## config.mk

```make
export PLATFORM = sky130hd
export DESIGN_NAME = mem_bus_arbiter
export DESIGN_NICKNAME = d
export VERILOG_FILES = /design/src/rtl/mem_bus_arbiter.sv
export SDC_FILE = /design/constraint.sdc
export NUM_CORES = 1
export LEC_CHECK = 0
export CAP_MARGIN = 10
export CORE_ASPECT_RATIO = 0.7
export CORE_UTILIZATION = 63
export DETAILED_ROUTE_END_ITERATION = 6
export DONT_BUFFER_PORTS = 1
export PLACE_DENSITY = 0.9
export REMOVE_ABC_BUFFERS = 1
export SLEW_MARGIN = 10
export SYNTH_ARGS = -nofsm -noshare
export SYNTH_HDL_FRONTEND = slang
export SYNTH_SLANG_ARGS = --single-unit
```

## constraint.sdc

```tcl
create_clock -name clk -period 2.5 [get_ports clk]
set_input_delay 0.75 -clock clk [delete_from_list [all_inputs] [get_ports clk]]
set_output_delay 0.75 -clock clk [all_outputs]
set_load 0.02 [all_outputs]
```

## src/rtl/mem_bus_arbiter.sv

```systemverilog
// mem_bus_arbiter: shares one req/ack memory bus between the fetch port and the data port.
//   clk, rst (async, active-low)
//   if_*  : fetch port in (ce, addr), out (rdata, stallreq)
//   dm_*  : data port in (ce, we, addr, wdata, sel), out (rdata, stallreq)
//   pipe_adv_i : pipeline advanced, releases held results
//   bus_* : registered request side (req, we, addr, wdata, sel, err), response side (ack, rdata)
module mem_bus_arbiter #(
    parameter int ADDR_W = 32,
    parameter int DATA_W = 32,
    parameter int TIMEOUT = 255,
    parameter logic [DATA_W-1:0] ERR_DATA = '0
) (
    input  logic              clk,
    input  logic              rst,
    input  logic              if_ce_i,
    input  logic [ADDR_W-1:0] if_addr_i,
    output logic [DATA_W-1:0] if_rdata_o,
    output logic              if_stallreq_o,
    input  logic              dm_ce_i,
    input  logic              dm_we_i,
    input  logic [ADDR_W-1:0] dm_addr_i,
    input  logic [DATA_W-1:0] dm_wdata_i,
    input  logic [3:0]        dm_sel_i,
    output logic [DATA_W-1:0] dm_rdata_o,
    output logic              dm_stallreq_o,
    input  logic              pipe_adv_i,
    output logic              bus_req_o,
    output logic              bus_we_o,
    output logic [ADDR_W-1:0] bus_addr_o,
    output logic [DATA_W-1:0] bus_wdata_o,
    output logic [3:0]        bus_sel_o,
    input  logic              bus_ack_i,
    input  logic [DATA_W-1:0] bus_rdata_i,
    output logic              bus_err_o
);
    typedef enum logic [1:0] {IDLE, BUSY_IF, BUSY_DM} state_t;
    localparam int CNT_W = TIMEOUT > 1 ? $clog2(TIMEOUT) : 1;
    localparam logic [CNT_W-1:0] CNT_MAX = CNT_W'(TIMEOUT > 0 ? TIMEOUT - 1 : 0);
    state_t state_q, state_d;
    logic [CNT_W-1:0] cnt_q, cnt_d;
    logic hold_if_q, hold_if_d, hold_dm_q, hold_dm_d;
    logic [DATA_W-1:0] buf_if_q, buf_if_d, buf_dm_q, buf_dm_d;
    logic bus_req_q, bus_req_d, bus_we_q, bus_we_d, bus_err_q, bus_err_d;
    logic [ADDR_W-1:0] bus_addr_q, bus_addr_d;
    logic [DATA_W-1:0] bus_wdata_q, bus_wdata_d;
    logic [3:0] bus_sel_q, bus_sel_d;
    logic pend_if, pend_dm, busy, ack, tmo, done, done_if, done_dm, grant_if, grant_dm;
    always_comb begin
        pend_if = if_ce_i & ~hold_if_q;
        pend_dm = dm_ce_i & ~hold_dm_q;
        busy = state_q != IDLE;
        ack = busy & bus_ack_i;
        tmo = busy & ~bus_ack_i & (TIMEOUT != 0) & (cnt_q == CNT_MAX);
        done = ack | tmo;
        done_if = done & (state_q == BUSY_IF);
        done_dm = done & (state_q == BUSY_DM);
        // data side wins ties: it belongs to the older instruction
        grant_dm = (state_q == IDLE) & pend_dm;
        grant_if = (state_q == IDLE) & ~pend_dm & pend_if;
        state_d = done ? IDLE : grant_dm ? BUSY_DM : grant_if ? BUSY_IF : state_q;
        cnt_d = (!busy || done) ? '0 : cnt_q + 1'b1;
        // a completion in the same cycle as pipe_adv_i keeps the new hold
        hold_if_d = done_if | (hold_if_q & ~pipe_adv_i);
        hold_dm_d = done_dm | (hold_dm_q & ~pipe_adv_i);
        buf_if_d = done_if ? (ack ? bus_rdata_i : ERR_DATA) : buf_if_q;
        buf_dm_d = done_dm ? (ack ? bus_rdata_i : ERR_DATA) : buf_dm_q;
        bus_req_d = state_d != IDLE;
        bus_we_d = grant_dm ? dm_we_i : grant_if ? 1'b0 : bus_we_q;
        bus_addr_d = grant_dm ? dm_addr_i : grant_if ? if_addr_i : bus_addr_q;
        bus_wdata_d = grant_dm ? dm_wdata_i : grant_if ? '0 : bus_wdata_q;
        bus_sel_d = grant_dm ? dm_sel_i : grant_if ? 4'hF : bus_sel_q;
        bus_err_d = tmo;
    end
    always_ff @(posedge clk or negedge rst) begin
        if (!rst) begin
            state_q <= IDLE;
            cnt_q <= '0;
            hold_if_q <= 1'b0;
            hold_dm_q <= 1'b0;
            buf_if_q <= '0;
            buf_dm_q <= '0;
            bus_req_q <= 1'b0;
            bus_we_q <= 1'b0;
            bus_addr_q <= '0;
            bus_wdata_q <= '0;
            bus_sel_q <= '0;
            bus_err_q <= 1'b0;
        end else begin
            state_q <= state_d;
            cnt_q <= cnt_d;
            hold_if_q <= hold_if_d;
            hold_dm_q <= hold_dm_d;
            buf_if_q <= buf_if_d;
            buf_dm_q <= buf_dm_d;
            bus_req_q <= bus_req_d;
            bus_we_q <= bus_we_d;
            bus_addr_q <= bus_addr_d;
            bus_wdata_q <= bus_wdata_d;
            bus_sel_q <= bus_sel_d;
            bus_err_q <= bus_err_d;
        end
    end
    assign if_stallreq_o = pend_if;
    assign dm_stallreq_o = pend_dm;
    assign if_rdata_o = buf_if_q;
    assign dm_rdata_o = buf_dm_q;
    assign bus_req_o = bus_req_q;
    assign bus_we_o = bus_we_q;
    assign bus_addr_o = bus_addr_q;
    assign bus_wdata_o = bus_wdata_q;
    assign bus_sel_o = bus_sel_q;
    assign bus_err_o = bus_err_q;
endmodule

```

==> results.py, run 1 <==
metrics = {
    "critical_path": {
        "startpoint_type": "flop",
        "required_ns": 1.75,
        "r2r_slack_ns": 0.51,
        "rr_endpoint": "bus_addr_o[14]$_DFFE_PN0P_",
        "cp_slowest_cell": "dfrtp_1",
        "critPathCaptureType": "output port",
        "rr_worst_depth": 4,
        "crit_start": "hold_dm_q$_DFF_PN0_",
        "crit_chain": "nor2b_1 -> buf_4",
        "critPathCapture": "dm_stallreq_o",
        "regToRegStartpoint": "state_q[1]$_DFF_PN0_",
        "arrival_ns": 1.48,
        "path_class": "reg2out",
        "cp_slowest_stage_delay_ns": 0.43,
        "path_max_fanout": 5,
    },
    "clocking": {
        "cts_tree": "yes",
        "clock-sinks": 147,
        "cts_hold_buf": 0,
        "root_buffer": "clkbuf_16",
        "cts_resized": 0,
        "clkLatencyLatePin_ns": 0.42,
        "clk_pin_slew_worst_paths_ns": 0.06,
        "numCtsBuffers": 17,
        "cts_setup_buffers": 0,
        "cts_max_level": 4,
        "cts_buffer_depth": 2,
    },
    "floorplanning": {
        "start_util_pct": 64.9,
        "die_h_um": 85.7,
        "die_x_um": 122,
        "core_um2": 9720,
        "rows": 30,
        "io_pins": 276,
        "die_area_um2": 10400,
    },
    "sta": {
        "fin_crit_ns": 2.23,
        "hold_violations": 0,
        "tightest_slew_ns": 0.813,
        "max_freq_mhz": 449,
        "rsz0062_at_grt": "no",
        "slew_headroom_pct": 45.6,
        "finClkSkew_ns": 0.0127,
        "fin_crit_sh_pct": 89.0,
        "maxSlewViolCount": 0,
        "setup_viol": 0,
    },
    "synthesis": {
        "synth_top_family_by_area": "compound AO/OA/AOI/OAI gates",
        "synth_compound_area_share_pct": 23.2,
        "syn_area_per_cell_um2": 13.4,
        "ys_seq_elements": 147,
        "synthCells": 472,
        "synth_commonest_cells": "147 x dfrtp_1, 97 x a22o_1, 64 x a21o_1",
        "synth_top_cell_area_share_pct": 58.3,
        "yosys.area_share.simple_pct": 2.93,
        "synthAdderAreaFrac_pct": 0.397,
        "ys_async_sr_fraction_pct": 100,
        "synth_xor_xnor_area_share_pct": 0.416,
        "syn_area_um2": 6310,
        "synth_area_leaders": "dfrtp_1 58%, a22o_1 13%, mux2_2 11%",
        "synth.distinct_cells": 37,
        "synthMostInstantiatedCell": "dfrtp_1",
        "muxShareOfSynthArea_pct": 11.4,
        "yosys_warnings": 0,
        "synth_top_flop_cell": "dfrtp_1",
        "yosysTopAreaCell": "dfrtp_1",
        "synth_edf_count": 0,
        "yosysSeqAreaShare_pct": 58.3,
    },
    "power": {
        "peakVddDrop_mv": 0.856,
        "powerDensity_nw_per_um2": 1560,
        "p_total_uw": 10900,
        "p_leak_uw": 0.00303,
    },
    "final_layout": {
        "area_growth_pct": 11.3,
        "drive_gt1_share_pct": 22.4,
        "nets": 603,
        "fin_area_um2": 7020,
        "fin_util_pct": 72.3,
        "final_cells": 602,
        "diodes": 0,
        "fillers": 659,
    },
    "global_routing": {
        "track_usage_pct": 29.1,
        "grt_overflow_total": 0,
        "grt_pass1_vias": 4269,
        "use_met3_pct": 8.44,
        "grt_max_degree": 148,
        "grt_antenna_before_repair": 0,
        "grt_use_met2_pct": 47.9,
        "grt_busiest_layer": "met2",
        "grt_pass1_wl_um": 22700,
        "use_met1_pct": 36.4,
    },
    "placement": {
        "port-buffer-count": 0,
        "place_inst": 571,
        "place_area_um2": 6390,
        "gp_congestion": 0.807,
        "dpl.hpwl_um": 9920,
    },
    "route": {
        "drtIter0Drc": 309,
        "drc": 0,
        "wl_per_cell_um": 24.9,
        "via_per_inst": 6.90,
        "wirelength_um": 15000,
        "via_count": 4156,
        "first_pass_iters": 4,
        "postRouteAntennaNets": 0,
    },
    "flow_run": {
        "timing.max_cap.violations": 0,
    },
    "status": {
        "outcome": "finished clean",
    },
    "min_path": {
        "hp-class": "in2async",
    },
}
-- final cells by class --
class | instances | area [um2] | area share, %
Sequential cell | 147 | 3680 | 52.4
Multi-Input combinational cell | 281 | 2440 | 34.7
Clock buffer | 19 | 453 | 6.45
Clock inverter | 12 | 169 | 2.40
Tap cell | 128 | 160 | 2.28
Timing Repair Buffer | 9 | 105 | 1.50
Inverter | 6 | 22.5 | 0.321
-- report_power, final --
part	switching (uW)	internal, uW
clock	1010	1640
sequential	2010	3330
combinational	1270	1690
total	4280	6650
-- state kept, by name, summed over array words and instances (netlist names), 2 cells and up --
| signal | count |
|---|---|
| bus_addr_o | 32 |
| bus_wdata_o | 32 |
| dm_rdata_o | 32 |
| if_rdata_o | 32 |
| cnt_q | 8 |
| bus_sel_o | 4 |
| state_q | 2 |
-- per-layer routing --
layer,vias to the layer above,wire length [um]
li1,1766,-
met5,-,0
met2,219,7640
met4,0,307
met1,2146,5790
met3,25,1250
-- per-stage QoR --
step	worst slack [ns]	setup TNS [ns]	hold WS [ns]
2_1_floorplan	-0.929	-46.77	0.454
3_3_place_gp	0.358	0	0.456
6_report	0.275	0	0.0293
5_1_grt	0.156	0	0.00821
4_1_cts	0.320	0	0.0149
3_5_place_dp	0.222	0	0.457
-- worst min-delay path by stage --
stage	end	cells past startpoint
3_3_place_gp	if_rdata_o[14]$_DFFE_PN0P_	0
4_1_cts	if_rdata_o[31]$_DFFE_PN0P_	0
2_1_floorplan	bus_addr_o[0]$_DFFE_PN0P_	0
5_1_grt	bus_we_o$_DFFE_PN0P_	0
6_report	if_rdata_o[7]$_DFFE_PN0P_	0
3_5_place_dp	if_rdata_o[31]$_DFFE_PN0P_	0
-- kinds of logic after synthesis --
kind of cell    count (synthesis)
compound gates                180
fa+ha+maj                       2
simple gates                   32
mux                            64
xor+xnor                        3
flops                         147
buf+inv                        44
-- cell usage in the layout, fill, tap and decap left out, types with 2 or more instances in the layout --
cell and n:
nor3_1 2, inv_1 6, clkbuf_16 17, or3_1 3
o21bai_1 2, nor2_1 7, a21o_1 64, o22a_1 4
o22ai_1 2, clkbuf_8 2, ha_1 2, bufinv_16 3
a22o_1 97, mux2_1 3, mux2_2 61, xnor2_1 2
clkinv_4 4, and3b_1 2, buf_4 6, nor2b_1 2
nand2_1 6, a31oi_1 2, inv_6 5, a21oi_1 2
nand3_1 4, dfrtp_1 147, nand2b_1 2, buf_12 3
-- critical path: cells and delay by family, from the launching register on --
kind	cells	cell delay (ns)
AND/OR/NAND/NOR	1	0.40
buffers and inverters	1	0.24
flip-flops	1	0.43
No activity file was read; power rests on OpenSTA's default activity.
==> run 2: changes to the inputs <==
--- a/config.mk
+++ b/config.mk
@@ -7,9 +7,11 @@
 export LEC_CHECK = 0
 export CAP_MARGIN = 10
 export CORE_ASPECT_RATIO = 0.7
+export CORE_MARGIN = 2
 export CORE_UTILIZATION = 63
 export DETAILED_ROUTE_END_ITERATION = 6
 export DONT_BUFFER_PORTS = 1
+export GPL_TIMING_DRIVEN = 0
 export PLACE_DENSITY = 0.9
 export REMOVE_ABC_BUFFERS = 1
 export SLEW_MARGIN = 10
==> results.py, run 2 (synthesized netlist as in run 1, its figures left out) <==
metrics = {
    "placement": {
        "preCtsSetupSlack_ns": -0.296,
        "dpl.hpwl_um": 10200,
        "port-buffer-count": 0,
        "gp_congestion": 0.839,
    },
    "critical_path": {
        "path_class": "reg2out",
        "cp_slowest_stage_delay_ns": 0.76,
        "cp_slowest_cell": "nor2b_1",
        "required_ns": 1.75,
        "cp_num_buf_inv": 0,
        "crit_chain": "nor2b_1",
        "rr_worst_depth": 7,
        "arrival_ns": 1.58,
        "path_max_fanout": 6,
        "path_depth": 1,
        "critPathCaptureType": "output port",
        "crit_family": "simple AND/OR/NAND/NOR gates",
        "startpoint_type": "flop",
    },
    "final_layout": {
        "fillers": 641,
        "drive_gt1_share_pct": 23.6,
        "seqCellArea_um2": 3680,
        "final_cell_mix": "145 x dfrtp_1, 97 x a22o_1, 64 x a21o_1, 61 x mux2_2, 17 x clkbuf_16",
        "area_growth_pct": 10.2,
        "multi_input_area_um2": 2440,
        "diodes": 0,
        "final_common_cell": "dfrtp_1",
        "nets": 603,
    },
    "power": {
        "powerDensity_nw_per_um2": 1520,
        "p_leak_uw": 0.00298,
        "peakVddDrop_mv": 0.728,
    },
    "route": {
        "via_per_inst": 6.90,
        "via_count": 4160,
        "drc": 0,
        "postRouteAntennaNets": 0,
        "wirelength_um": 15000,
        "drtIter0Drc": 265,
        "first_pass_iters": 4,
        "wl_per_cell_um": 24.9,
    },
    "sta": {
        "slew_headroom_pct": 36.1,
        "tightest_slew_ns": 0.957,
        "fin_ws_ns": 0.165,
        "fin_crit_sh_pct": 93.4,
        "setup_viol": 0,
        "hold_violations": 0,
        "fin_crit_ns": 2.33,
        "maxSlewViolCount": 0,
        "fin_setup_tns_ns": 0,
        "finClkSkew_ns": 0.00960,
        "rsz0062_at_grt": "no",
        "max_freq_mhz": 428,
    },
    "global_routing": {
        "grt_overflow_total": 0,
        "track_usage_pct": 27.6,
        "grt_max_degree": 148,
        "grt_pass1_wl_um": 22600,
        "grt_pass1_vias": 4195,
        "grt_antenna_before_repair": 0,
    },
    "clocking": {
        "clock-sinks": 147,
        "clk_pin_slew_worst_paths_ns": 0.06,
        "clkLatencyLatePin_ns": 0.41,
        "cts_tree": "yes",
        "root_buffer": "clkbuf_16",
        "cts_buffer_depth": 2,
        "numCtsBuffers": 17,
        "cts_max_level": 4,
    },
    "floorplanning": {
        "start_util_pct": 64.9,
        "die_area_um2": 10800,
        "core_um2": 9720,
        "die_h_um": 87.7,
        "io_pins": 276,
        "die_x_um": 124,
        "rows": 30,
    },
    "flow_run": {
        "timing.max_cap.violations": 0,
    },
    "status": {
        "outcome": "finished clean",
    },
    "min_path": {
        "hp-class": "in2async",
    },
}
## run 2: cell count changes in the layout (fill, tap and decap cells not counted), sizes merged
cell and delta:
clkinvlp +4, inv -4, bufinv -3, clkbuf +2, clkinv +2
## run 2: worst reg2reg max path, cell delays in order (launching register included)
cell and delay (ns):
dfrtp_2 0.48, nor4b_4 0.34, buf_6 0.17, buf_8 0.15, buf_6 0.21, buf_6 0.21
mux2_2 0.36, mux2_2 0.28
## run 2: layout make-up
cell class,count,share of cell area [%]
clock inverters,11,1.15
clock buffers,21,6.62
repair buffers,9,1.53
flip-flops and latches,147,52.9
multi-input cells,281,35.1
inverters,6,0.324
well taps,128,2.30
## run 2: timing repair
| action | 4_1_cts | 5_1_grt |
|---|---|---|
| setup endpoints to repair | 23 | 16 |
| hold buffers | 0 | 0 |
| gates resized for setup | 1 | 2 |
| buffers inserted | 0 | 3 |
## run 2: where the power goes
part | switching [uW] | internal (uW) | leakage, uW | total [uW]
registers | 2020 | 3330 | 0.00167 | 5350
logic | 1230 | 1690 | 0.00105 | 2920
clock network | 985 | 1320 | 0.000255 | 2310
total | 4230 | 6350 | 0.00298 | 10600
## run 2: worst paths after layout
kind,start,endpoint,slack (ns)
min in group clk,bus_ack_i,bus_req_o$_DFF_PN0_,0.44
worst min-delay path,rst,bus_wdata_o[21]$_DFFE_PN0P_,0.03
worst min register to register,cnt_q[0]$_DFF_PN0_,cnt_q[0]$_DFF_PN0_,0.50
worst max register to register,state_q[1]$_DFF_PN0_,bus_addr_o[29]$_DFFE_PN0P_,0.18
max in group asynchronous,rst,bus_addr_o[22]$_DFFE_PN0P_,2.27
worst max-delay path,hold_dm_q$_DFF_PN0_,dm_stallreq_o,0.17
## run 2: metrics by stage
stage | cell area, um2 | std cells | hold slack (ns) | power (uW) | util (%)
final | 6950 | 603 | 0.0308 | 10600 | 71.5
after global routing | 6950 | 603 | 0.00861 | 11100 | 71.5
after floorplan | 6120 | 434 | 0.454 | 7400 | -
after CTS | 6930 | 600 | 0.0190 | 10600 | 71.2
after detailed placement | 6380 | 568 | 0.456 | 8240 | 65.6
after global placement | 6280 | 562 | 0.457 | 7960 | 64.6
## run 2: per-layer routing
metal	wire, um	share of wire (%)	GRT usage, %
met5	0	0	0
met1	5820	39	34.8
met2	7730	52	45.2
met3	1250	8.3	9.11
met4	189	1.3	9.50
